File: src/rtl/cpu_types_pkg.sv
// Shared CPU/memory types for the coherence controller.
// Word, RAM handshake and controller state encodings.
package cpu_types_pkg;

  typedef logic [31:0] word_t;

  typedef enum logic [1:0] {
    FREE   = 2'd0,
    BUSY   = 2'd1,
    ACCESS = 2'd2,
    ERROR  = 2'd3
  } ramstate_t;

  typedef enum logic [2:0] {
    IDLE   = 3'd0,
    IFETCH = 3'd1,
    DWB    = 3'd2,
    SNOOP  = 3'd3,
    RAMRD  = 3'd4,
    C2C    = 3'd5
  } cc_state_t;

endpackage

File: src/rtl/rr_arb2.sv
// Two-way round-robin arbiter; the pointer moves to the
// core that was not served once a request completes.
module rr_arb2 (
  input  logic       clk,
  input  logic       rst_n,
  input  logic [1:0] i_req,
  input  logic       i_ack,
  input  logic       i_ack_id,
  output logic [1:0] o_gnt
);

  logic r_ptr;
  logic w_oth;

  assign w_oth = ~r_ptr;

  always_ff @(posedge clk or negedge rst_n) begin
    if (!rst_n) begin
      r_ptr <= 1'b0;
    end else if (i_ack) begin
      r_ptr <= ~i_ack_id;
    end
  end

  always_comb begin
    o_gnt = '0;
    if (i_req[r_ptr]) begin
      o_gnt[r_ptr] = 1'b1;
    end else if (i_req[w_oth]) begin
      o_gnt[w_oth] = 1'b1;
    end
  end

endmodule

File: src/rtl/coherence_mem_ctrl.sv
// Memory-side MSI snoop controller for a 2-core system:
// arbitrates icache/dcache requests onto one RAM port.
module coherence_mem_ctrl
  import cpu_types_pkg::*;
#(
  parameter int CPUS     = 2,
  parameter int BLKWORDS = 2
) (
  input  logic                 CLK,
  input  logic                 nRST,
  input  logic      [CPUS-1:0] iREN,
  input  word_t     [CPUS-1:0] iaddr,
  output logic      [CPUS-1:0] iwait,
  output word_t     [CPUS-1:0] iload,
  input  logic      [CPUS-1:0] dREN,
  input  logic      [CPUS-1:0] dWEN,
  input  word_t     [CPUS-1:0] daddr,
  input  word_t     [CPUS-1:0] dstore,
  output logic      [CPUS-1:0] dwait,
  output word_t     [CPUS-1:0] dload,
  input  logic      [CPUS-1:0] cctrans,
  input  logic      [CPUS-1:0] ccwrite,
  output logic      [CPUS-1:0] ccwait,
  output logic      [CPUS-1:0] ccinv,
  output word_t     [CPUS-1:0] ccsnoopaddr,
  output logic                 ramREN,
  output logic                 ramWEN,
  output word_t                ramaddr,
  output word_t                ramstore,
  input  word_t                ramload,
  input  ramstate_t            ramstate
);

  localparam int CW = (BLKWORDS > 1) ? $clog2(BLKWORDS) : 1;
  localparam logic [CW-1:0] LAST = CW'(BLKWORDS - 1);

  cc_state_t     r_state;
  cc_state_t     w_next;
  logic          r_g;
  logic          w_g_nxt;
  logic [CW-1:0] r_cnt;
  logic [CW-1:0] w_cnt_nxt;
  logic          w_p;
  logic          w_acc;
  logic          w_live;
  logic          w_iack;
  logic          w_dack;
  logic [1:0]    w_igrt;
  logic [1:0]    w_dgrt;

  assign w_p   = ~r_g;
  assign w_acc = (ramstate == ACCESS);

  rr_arb2 u_iarb (
    .clk     (CLK),
    .rst_n   (nRST),
    .i_req   (iREN),
    .i_ack   (w_iack),
    .i_ack_id(r_g),
    .o_gnt   (w_igrt)
  );

  rr_arb2 u_darb (
    .clk     (CLK),
    .rst_n   (nRST),
    .i_req   (dREN | dWEN),
    .i_ack   (w_dack),
    .i_ack_id(r_g),
    .o_gnt   (w_dgrt)
  );

  // Requester still holds the request that owns the current state
  always_comb begin
    w_live = 1'b0;
    unique case (r_state)
      IFETCH:     w_live = iREN[r_g];
      DWB:        w_live = dWEN[r_g];
      SNOOP:      w_live = dREN[r_g] | cctrans[r_g];
      RAMRD, C2C: w_live = dREN[r_g];
      default:    w_live = 1'b0;
    endcase
  end

  always_ff @(posedge CLK or negedge nRST) begin
    if (!nRST) begin
      r_state <= IDLE;
      r_g     <= 1'b0;
      r_cnt   <= '0;
    end else begin
      r_state <= w_next;
      r_g     <= w_g_nxt;
      r_cnt   <= w_cnt_nxt;
    end
  end

  always_comb begin
    w_next    = r_state;
    w_g_nxt   = r_g;
    w_cnt_nxt = r_cnt;
    w_iack    = 1'b0;
    w_dack    = 1'b0;
    unique case (r_state)
      IDLE: begin
        w_cnt_nxt = '0;
        if (|w_dgrt) begin
          w_g_nxt = w_dgrt[1];
          if (dWEN[w_dgrt[1]] && !cctrans[w_dgrt[1]]) begin
            w_next = DWB;
          end else begin
            w_next = SNOOP;
          end
        end else if (|w_igrt) begin
          w_g_nxt = w_igrt[1];
          w_next  = IFETCH;
        end
      end
      IFETCH: begin
        if (!w_live) begin
          w_next = IDLE;
        end else if (w_acc) begin
          w_next = IDLE;
          w_iack = 1'b1;
        end
      end
      SNOOP: begin
        if (!w_live) begin
          w_next = IDLE;
        end else if (cctrans[w_p]) begin
          w_next = ccwrite[w_p] ? C2C : RAMRD;
        end
      end
      DWB, RAMRD, C2C: begin
        if (!w_live) begin
          w_next    = IDLE;
          w_cnt_nxt = '0;
        end else if (w_acc) begin
          if (r_cnt == LAST) begin
            w_next    = IDLE;
            w_cnt_nxt = '0;
            w_dack    = 1'b1;
          end else begin
            w_cnt_nxt = r_cnt + 1'b1;
          end
        end
      end
      default: begin
        w_next    = IDLE;
        w_cnt_nxt = '0;
      end
    endcase
  end

  always_comb begin
    iwait       = '1;
    iload       = '0;
    dwait       = '1;
    dload       = '0;
    ccwait      = '0;
    ccinv       = '0;
    ccsnoopaddr = '0;
    ramREN      = 1'b0;
    ramWEN      = 1'b0;
    ramaddr     = '0;
    ramstore    = '0;
    unique case (r_state)
      IFETCH: begin
        ramREN  = 1'b1;
        ramaddr = iaddr[r_g];
        if (w_acc && w_live) begin
          iwait[r_g] = 1'b0;
          iload[r_g] = ramload;
        end
      end
      DWB: begin
        ramWEN   = 1'b1;
        ramaddr  = daddr[r_g];
        ramstore = dstore[r_g];
        if (w_acc && w_live) begin
          dwait[r_g] = 1'b0;
        end
      end
      SNOOP: begin
        ccwait[w_p]      = 1'b1;
        ccsnoopaddr[w_p] = daddr[r_g];
        ccinv[w_p]       = ccwrite[r_g];
      end
      RAMRD: begin
        ramREN  = 1'b1;
        ramaddr = daddr[r_g];
        if (w_acc && w_live) begin
          dwait[r_g] = 1'b0;
          dload[r_g] = ramload;
        end
      end
      C2C: begin
        // Snoopee's write-back feeds RAM and the requester at once
        ccwait[w_p]      = 1'b1;
        ccsnoopaddr[w_p] = daddr[r_g];
        ramWEN           = 1'b1;
        ramaddr          = daddr[w_p];
        ramstore         = dstore[w_p];
        dload[r_g]       = dstore[w_p];
        if (w_acc && w_live) begin
          dwait[r_g] = 1'b0;
          dwait[w_p] = 1'b0;
        end
      end
      default: begin
      end
    endcase
  end

endmodule

File: config.mk
export PLATFORM = sky130hd
export DESIGN_NAME = coherence_mem_ctrl
export DESIGN_NICKNAME = d
export VERILOG_FILES = /design/src/rtl/cpu_types_pkg.sv /design/src/rtl/rr_arb2.sv /design/src/rtl/coherence_mem_ctrl.sv
export SDC_FILE = /design/constraint.sdc
export NUM_CORES = 1
export LEC_CHECK = 0
export ABC_AREA = 1
export CAP_MARGIN = 20
export CORE_AREA = 2 2 196 198
export DETAILED_ROUTE_END_ITERATION = 10
export DIE_AREA = 0 0 198 200
export PLACE_DENSITY = 0.39
export SLEW_MARGIN = 20
export SYNTH_ARGS = -nofsm -noshare
export SYNTH_HDL_FRONTEND = slang
export SYNTH_SLANG_ARGS = --single-unit
File: constraint.sdc
create_clock -name CLK -period 2 [get_ports CLK]
set_input_delay 0.3 -clock CLK [delete_from_list [all_inputs] [get_ports CLK]]
set_output_delay 0.3 -clock CLK [all_outputs]
set_load 0.03 [all_outputs]
# == Word-level counts from Yosys, hierarchy flattened ==
# Index checks and enable logic that the tools add are counted.
# classes
n_lt_le_gt_ge,13
bitwise,13
reduce_logical,23
addsub,1
n_eq_ne,11
muxes,96
# ops
operator,n
$mux W32,12
$and A64 B64 Y64,3
$mux W64,3
$pmux W64 S2,1
$pmux W32 S3,1
$demux W32 S1,2
$pmux W32 S2,1
$mux W1,48
$mux W3,9
$mux W2,9
$reduce_or A2 Y1,8
$ne A3 B3 Y1 const B,5
$lt A1 B2 Y1 const B,7
$pmux W3 S4,1
$logic_and A1 B1 Y1,8
$demux W1 S1,6
$eq A3 B2 Y1 const B,2
$eq A3 B3 Y1 const B,2
$ge A1 B1 Y1 const B,6
$reduce_and A5 Y1,1
$and A2 B2 Y2,2
$not A1 Y1,4
$not A2 Y2,2
$pmux W1 S4,1
12 further kinds,13
# totals
out_inout_bits,266
reg_bits,7
elab_cells,162
input_bits,238

# == Depth between registers and ports, before layout ==
# Gate-level depths: netlist of the first run.
# depth
ltp_word,14
depth_mapped,13

# == Modules after synthesis ==
# A second synthesis of the first run with hierarchy kept.
# unflattened
cells_unflattened,935
hier_area_um2,4394.2
# modules_own_cells
module,seq_area_each_um2,instances,area_each_um2,cells_each
coherence_mem_ctrl,125.1,1,4274.1,917
rr_arb2,25.0,2,60.1,9

# == Worst setup path after synthesis of the first run ==
# OpenSTA, ideal clock, no wires.
# synth_path
path_kind,register -> output
startpoint,register r_g
endpoint,output port ramstore[1]
t_arrival_ns,2.250
path_stages_with_launch,6
slack_ns,-0.550
cell_sequence,dfrtp_1 > buf_2 > buf_2 > buf_1 > nor2_1 > o311ai_0
# synth_between
elab_chain_len,3
elab_cells_between_ends,5
# synth_lines
item,line,rtl
from (decl),coherence_mem_ctrl.sv:39,logic r_g;
from (signal assigned),coherence_mem_ctrl.sv:91,r_g <= w_g_nxt;
$mux W32 (on tied branches) (2 in series),"coherence_mem_ctrl.sv:201, coherence_mem_ctrl.sv:177",
$pmux W32 S2 (*),coherence_mem_ctrl.sv:165,unique case (r_state)
to (decl),coherence_mem_ctrl.sv:29,"output word_t ramstore,"
# Mark *: on every way between the ends. The rest lies on a longest branch, timed or not. The select of a mux whose other input is x is not followed.

==> results of run 1 <==
==> repair_timing <==
action                                  CTS  global route
pin swaps                                 4            38
gates cloned                              5            10
gates resized for setup                 160           192
setup buffers                             8            11
endpoints found under the setup margin  262           266
==> layout by cell type, fill, tap and decap left out, types with 5 or more instances in the layout <==
master | synthesis | routed
inv_1 | 111 | 107
o21ai_2 | 0 | 5
nor2_2 | 1 | 24
nand2_4 | 0 | 7
o221ai_2 | 0 | 22
a22oi_2 | 0 | 8
buf_4 | 0 | 180
clkbuf_16 | 0 | 11
nand3_2 | 2 | 16
nor2_1 | 193 | 122
o22ai_4 | 0 | 25
a22oi_1 | 30 | 22
buf_12 | 0 | 92
buf_6 | 0 | 108
nand4_1 | 7 | 7
o21ai_0 | 75 | 65
buf_8 | 0 | 7
nand2_2 | 4 | 36
nand3_1 | 75 | 57
clkdlybuf4s50_1 | 0 | 237
o21ai_4 | 0 | 6
nor2_4 | 2 | 50
nand2_1 | 270 | 230
dfrtp_1 | 7 | 5
==> worst max-delay path, cell delays in order (launching register included) <==
cell	delay, ps
dfrtp_1	410
inv_4	110
nand2_4	60
nor2_4	120
nand2_1	70
nand2_1	70
inv_2	40
nand3_4	80
nand2_4	80
nor2_4	160
buf_6	150
buf_12	140
nand3_1	100
nand2_2	110
buf_6	130
==> cell type report <==
class | count | share of cell area
inverter | 116 | 0.03370
sequential | 7 | 0.01329
multi-input combinational | 734 | 0.3553
antenna | 3 | 0.0005617
clock buffer | 4 | 0.005898
tap | 511 | 0.04784
timing repair buffer | 638 | 0.5434
==> kinds of logic (layout without fill, tap and decap cells) <==
| family | count (synthesis) | count (layout) | synth area share |
|---|---|---|---|
| AOI/OAI and AO/OA | 175 | 175 | 0.2588 |
| buffers and inverters | 188 | 758 | 0.1728 |
| DFF | 7 | 7 | 0.04094 |
| other | 0 | 3 | 0 |
| and+or+nand+nor | 559 | 559 | 0.5275 |
==> flip-flops by register name (all words and copies together) (netlist names) <==
register,cells
r_state,3
u_iarb.r_ptr,1
r_cnt,1
r_g,1
u_darb.r_ptr,1
==> report_power, final <==
group,internal (uW),switching (uW)
clock network,266,80.4
logic,6730,8300
registers,210,79.0
total,7200,8460
==> per-stage QoR <==
stage	cell area, sq um	setup slack [ps]	hold WS (ps)	power [uW]	util
final	13360	-404.6	353.7	15660	0.3573
after global routing	13360	-524.5	378.0	16550	0.3573
after floorplan	4688	-189.2	4.409	6355	-
after CTS	12280	-382.9	358.3	14830	0.3283
after global placement	11330	-399.9	483.9	13540	0.3030
after detailed placement	11330	-411.1	496.7	13530	0.3030
==> worst max path at each step <==
stage / start / endpoint / slack [ps] / depth (start not counted)
floorplan: r_state[0] / iload[54] / -190 / 10
global placement: cctrans[0] / dload[54] / -400 / 13
detailed placement: cctrans[0] / iload[9] / -410 / 13
CTS: r_state[2] / dload[36] / -380 / 13
global route: r_state[2] / dload[51] / -520 / 14
finish: r_state[2] / dload[33] / -400 / 14
==> synth_stat cells, types with 6 or more instances <==
cell type | count | share of area
o22ai_1 | 27 | 0.039
o221ai_1 | 27 | 0.055
nand3_1 | 75 | 0.088
nand2_1 | 270 | 0.24
clkbuf_1 | 38 | 0.033
a21oi_1 | 6 | 0.0070
o21ai_0 | 75 | 0.088
dfrtp_1 | 7 | 0.041
nor2_1 | 193 | 0.17
nand4_1 | 7 | 0.010
a22oi_1 | 30 | 0.053
buf_1 | 9 | 0.0079
inv_1 | 111 | 0.097
buf_2 | 25 | 0.029
==> routing by layer <==
metal,GRT usage,up-vias,share of wire
met5,0,-,0.00030
met4,0.04372,2,0.017
met3,0.05057,31,0.083
met2,0.3537,371,0.52
met1,0.2148,4065,0.38
li1,-,4170,-
==> results.md, run 1 <==
* Initial Utilization at 0.1144
* Hold Path Class: in2async
* Register Area at between 150 and 200 sq um
* Nets at ~1700
* Clk slew on worst S/H paths at 40 ps
* Unrepaired setup endpoints after global routing: true
* CTS max path bufs at 2
* P&R area growth vs syn at 212.3%
* Syn Inst Count at between 900 and 1000
* Critical setup path kind: reg2out
* Setup violation total in the final timing report at 261
* Setup TNS at -65980 ps
* Total Routing Usage GR at 0.1896
* Avg Inst Size Synth at around 4.6 sq um
* Clock sink count at 7
* Final worst setup slack at -404.6 ps
* Post-synth EDFFs at 0
* Clock Skew at 2.217 ps
* Post-Syn Area at ~4300 sq um
* Multi-input gate area at between 4000 and 5000 sq um
* First-pass iteration count of the detailed router at 5
* Crit Reg-Reg Endpoint: r_state[1]
* Inserted Clock Buffers at 3
* Clk_lat worst skew at 230 ps
* H-tree Lvls at 1
* Largest net degree at the start of global routing at between 50 and 60
* Final WL at 43130 microns
* Number of global-route vias before repair at around 8600
* Asr flop ratio synth at 1.000
* Root buf cell: clkbuf_16
* Fmax at 415.9 MHz
* Run status: finished with violations
* IO Count at roughly 500
* Synth warn at 0
* Port-buffer cells at slightly above 500
* Max_slew headroom at 0.7251
* MaxCap Viol Count at 0
* Wire length per cell at 21.42 microns
* PwrDens at approximately 1200 nW/um^2
* CP endpoint kind: output port
* Tcrit/Tclk final at 1.202
* Pleak at 0.005854 uW
* DRT antenna net count at 0
* Crit-path max FO at 8
* Worst r2r src: r_state[1]
* Crit start category: register
* Synth Flop Type: dfrtp_1
* Max IR drop VDD at approximately 0.53 mV
* Failing checks: setup timing
* Worst EP arrival at 2100 ps
* Synth cell types at 26
* Post-Layout Cell Count at 2013
* Placed wire-length estimate at approximately 32000 microns
* Final Hold Fails at 0
* Die area at 39600 sq um
* Reg2reg setup slack at approximately 120 ps
* Die W at approximately 200 microns
* Placer Congestion at around 0.9
* Worst Max-Slew Pin Slew at 408.0 ps
* Initial antenna violation count at 4
* FP Rows at 71
* Worst Path Required at 1700 ps
* Slew Limit Fails at 0
* Core ar. at between 30000 and 40000 sq um
* Synthesis-stage register bit count at 7
* GR Overflow Total at 0
* Post-route DRC at 0
* Hold buffers post-CTS at 0
* Placed Instances at between 1500 and 2000
* Vias post-DR at roughly 8600
* Global-route wire length before repair at approximately 56000 microns
* Worst Reg-to-Reg Cells at 10
* Syn_nets at 1167
* TritonCTS clock tree: yes
* Tmin final at about 2400 ps
* DR vias/cell at 4.292
* Initial DRC Count at 384
* Filler cell count at roughly 4000
* Share of layout cells above drive strength 1 at 0.4203
* Chip height at around 200 microns
* Post-synthesis sequential area ratio at 0.04094
(Power assumes the default switching activity.)
==> run 2, diff against run 1 <==
--- a/config.mk
+++ b/config.mk
@@ -7,9 +7,9 @@
 export LEC_CHECK = 0
 export ABC_AREA = 1
 export CAP_MARGIN = 20
-export CORE_AREA = 2 2 196 198
+export CORE_AREA = 2 2 195 197
 export DETAILED_ROUTE_END_ITERATION = 10
-export DIE_AREA = 0 0 198 200
+export DIE_AREA = 0 0 197 199
 export PLACE_DENSITY = 0.39
 export SLEW_MARGIN = 20
 export SYNTH_ARGS = -nofsm -noshare
==> constraint.sdc (replaced) <==
create_clock -name CLK -period 3.02 [get_ports CLK]
set_input_delay 0.453 -clock CLK [delete_from_list [all_inputs] [get_ports CLK]]
set_output_delay 0.453 -clock CLK [all_outputs]
set_load 0.03 [all_outputs]
==> run 2 against run 1 <==
The run now ends clean. Die area down 1.0%. Critical path depth fell by 5. Register-to-register slack better by 1000 ps. Wire length decreased by 16%. Sequential share of layout area increased by 0.50 points. Final area decreased by 28%. Non-clock buffer count fell by 103. Via count shrank 7.8%. Sequential power decreased by 29%. Worst hold slack better by 150 ps. Largest power group unchanged. Highest routed layer is now met4.
==> results.md, run 2 (synthesis results as in run 1) <==
* Max IR drop VDD at 0.3629 mV (-32%)
* Total Routing Usage GR at 0.1706 (-0.01903)
* H-tree Lvls at 1 (unchanged)
* Hold Path Class: reg2reg
* DRT antenna net count at 0 (unchanged)
* Worst hold path startpoint: u_darb.r_ptr
* Placer Congestion at 0.8890 (-0.58%)
* Final Util at 0.2595 (-0.09781)
* Tmin final at between 2000 and 3000 ps
* Wire length per cell at 19.48 microns (-9.1%)
* Hold buffers post-CTS at 0 (unchanged)
* Placed wire-length estimate at 29270 microns (-9.1%)
* Filler cell count at 4211 (+5.8%)
* Share of layout cells above drive strength 1 at 0.1991 (-0.2211)
* M3 GR Usage at 0.02068 (-0.02989)
* Met2 GRT Util at 0.3031 (-0.05058)
* Slew Limit Fails at 0 (unchanged)
* First-pass iteration count of the detailed router at 5 (unchanged)
* Inserted Clock Buffers at 3 (unchanged)
* Worst Path Required at 2570 ps (+870 ps)
* Most frequent cells in the layout: clkdlybuf4s50_1, nand2_1, buf_4
* Post-route DRC at 0 (unchanged)
* Crit Reg-Reg Endpoint: r_state[1]
* Unrepaired setup endpoints after global routing: false
* Port-buffer cells at 503 (unchanged)
* TritonCTS clock tree: yes
* MaxCap Viol Count at 0 (unchanged)
* Post-Layout Cell Count at 1871 (-7.1%)
* Pleak at 0.004743 uW (-19%)
* Clock sink count at 7 (unchanged)
* Fmax at roughly 350 MHz
* Setup TNS at 0 ps (+65980 ps)
* Global-route wire length before repair at 50420 microns (-11%)
* Register Area at 176.4 sq um (-0.70%)
* CP endpoint kind: output port
* Top reg by flops: r_state
* IO Count at 504 (unchanged)
* Part of the power in the clock network at 0.033 (+0.011)
* Critical setup path kind: reg2out
* Power Total at 7146 uW (-54%)
* Setup Buffers After CTS at 0 (-8)
* Hold Slack at 500.9 ps (+147.2 ps)
* Max_slew headroom at 0.5713 (-0.1538)
* Die W at 197 microns (-0.51%)
* Core ar. at 37130 sq um (-0.71%)
* Placed Instances at 1866 (-5.7%)
* Tcrit/Tclk final at 0.9430
* Reg2reg setup slack at 1150 ps (+1030 ps)
* Commonest non-fill, non-tap cell in the layout: clkdlybuf4s50_1
* P&R area growth vs syn at 125.2%
* Clock Skew at 1.033 ps (-1.184 ps)
* Worst EP arrival at 2390 ps (+290 ps)
* Sequential Power Share at 0.029 (+0.011)
* Worst Reg-to-Reg Cells at 10 (unchanged)
* Vias post-DR at 7968 (-7.8%)
* Root buf cell: clkbuf_16
* Chip height at 199 microns (-0.50%)
* Clk_lat worst skew at 240 ps (about the same)
* Final Hold Fails at 0 (unchanged)
* PwrDens at 741.6 nW/um^2 (-37%)
* Gr busiest metal: met2
* Largest net degree at the start of global routing at 88 (+60%)
* Crit-path max FO at 14 (+6)
* Post-CTS Resized at 0 (-100%)
* Net Sw Frac at 0.6321 (+0.09176)
* Pint at 2629 uW (-63%)
* Max reg flops at 3 (unchanged)
* Initial antenna violation count at 1 (-3)
* Setup violation total in the final timing report at 0 (-100%)
* Final WL at 36440 microns (-16%)
* CTS max path bufs at 2 (unchanged)
* Net load switching power at 4517 uW (-47%)
* GR Overflow Total at 0 (unchanged)
* Gate power share at 0.938 (-0.021)
* Nets at 1635 (-5.9%)
* WHS Endpoint: u_darb.r_ptr
* Worst r2r src: r_state[0]
* Worst Max-Slew Pin Slew at 634.9 ps (+226.9 ps)
* Run status: finished clean
* Multi-input gate area at 3383 sq um (-29%)
* Initial Utilization at 0.1152 (+0.0008212)
* Die area at 39200 sq um (-1.0%)
* Met1 Resource Use GR at 0.2195 (+0.004775)
* Hold Crit Depth at 2
* Initial DRC Count at 443 (+15%)
* DR vias/cell at 4.259 (-0.77%)
* Clk slew on worst S/H paths at 40 ps (about the same)
* Crit start category: register
* Number of global-route vias before repair at 7507 (-13%)
* FP Rows at 71 (unchanged)
[run 2: changes by cell type in the layout (fill, tap and decap cells not counted), sizes merged]
cell / change
clkbuf: -8
bufbuf: -2
buf: -136
diode: -2
clkdlybuf4s50: +39
dlymetal6s2s: +4
[run 2: layout make-up]
class	count	share of cell area
antenna	1	0.0002597
clock buffer	4	0.008180
inverter	116	0.04544
multi-input combinational	734	0.3511
sequential	7	0.01831
tap	474	0.06154
timing repair buffer	535	0.5152
[run 2: worst max-delay path, cell delays in order (launching register included)]
cell and delay (ps):
dfrtp_1 460, nor2_2 180, nand2_2 60, nand2_1 70, inv_2 40, nor2_1 140
inv_2 200, buf_4 210, nor2_1 100, clkdlybuf4s50_1 690
[run 2: power groups by stage]
stage	logic, uW	registers (uW)	clock network, uW
detailed placement	6770	205	0
finish	6710	205	235
global route	7200	210	243
global placement	6790	206	0
CTS	6790	204	238
floorplan	3840	166	0
[run 2: how the worst max path moves through the flow]
stage,from,end,cells past startpoint
2_1_floorplan,r_g,ramstore[1],5
3_3_place_gp,cctrans[0],dload[1],12
3_5_place_dp,cctrans[0],dload[1],12
4_1_cts,r_g,iwait[1],10
5_1_grt,r_state[1],ramaddr[10],10
6_report,r_state[1],ccsnoopaddr[1],9
[run 2: per-layer routing]
layer	up-vias	routed length (microns)
li1	3970	-
met1	3697	15500
met2	261	18480
met3	40	1697
met4	0	760
met5	-	0
[run 2: per-stage QoR]
stage / cell area [sq um] / setup slack, ps
finish: 9637 / 172.3
global route: 9637 / 4.767
CTS: 9624 / 73.66
detailed placement: 9545 / 101.5
global placement: 9545 / 114.6
floorplan: 4279 / 317.2
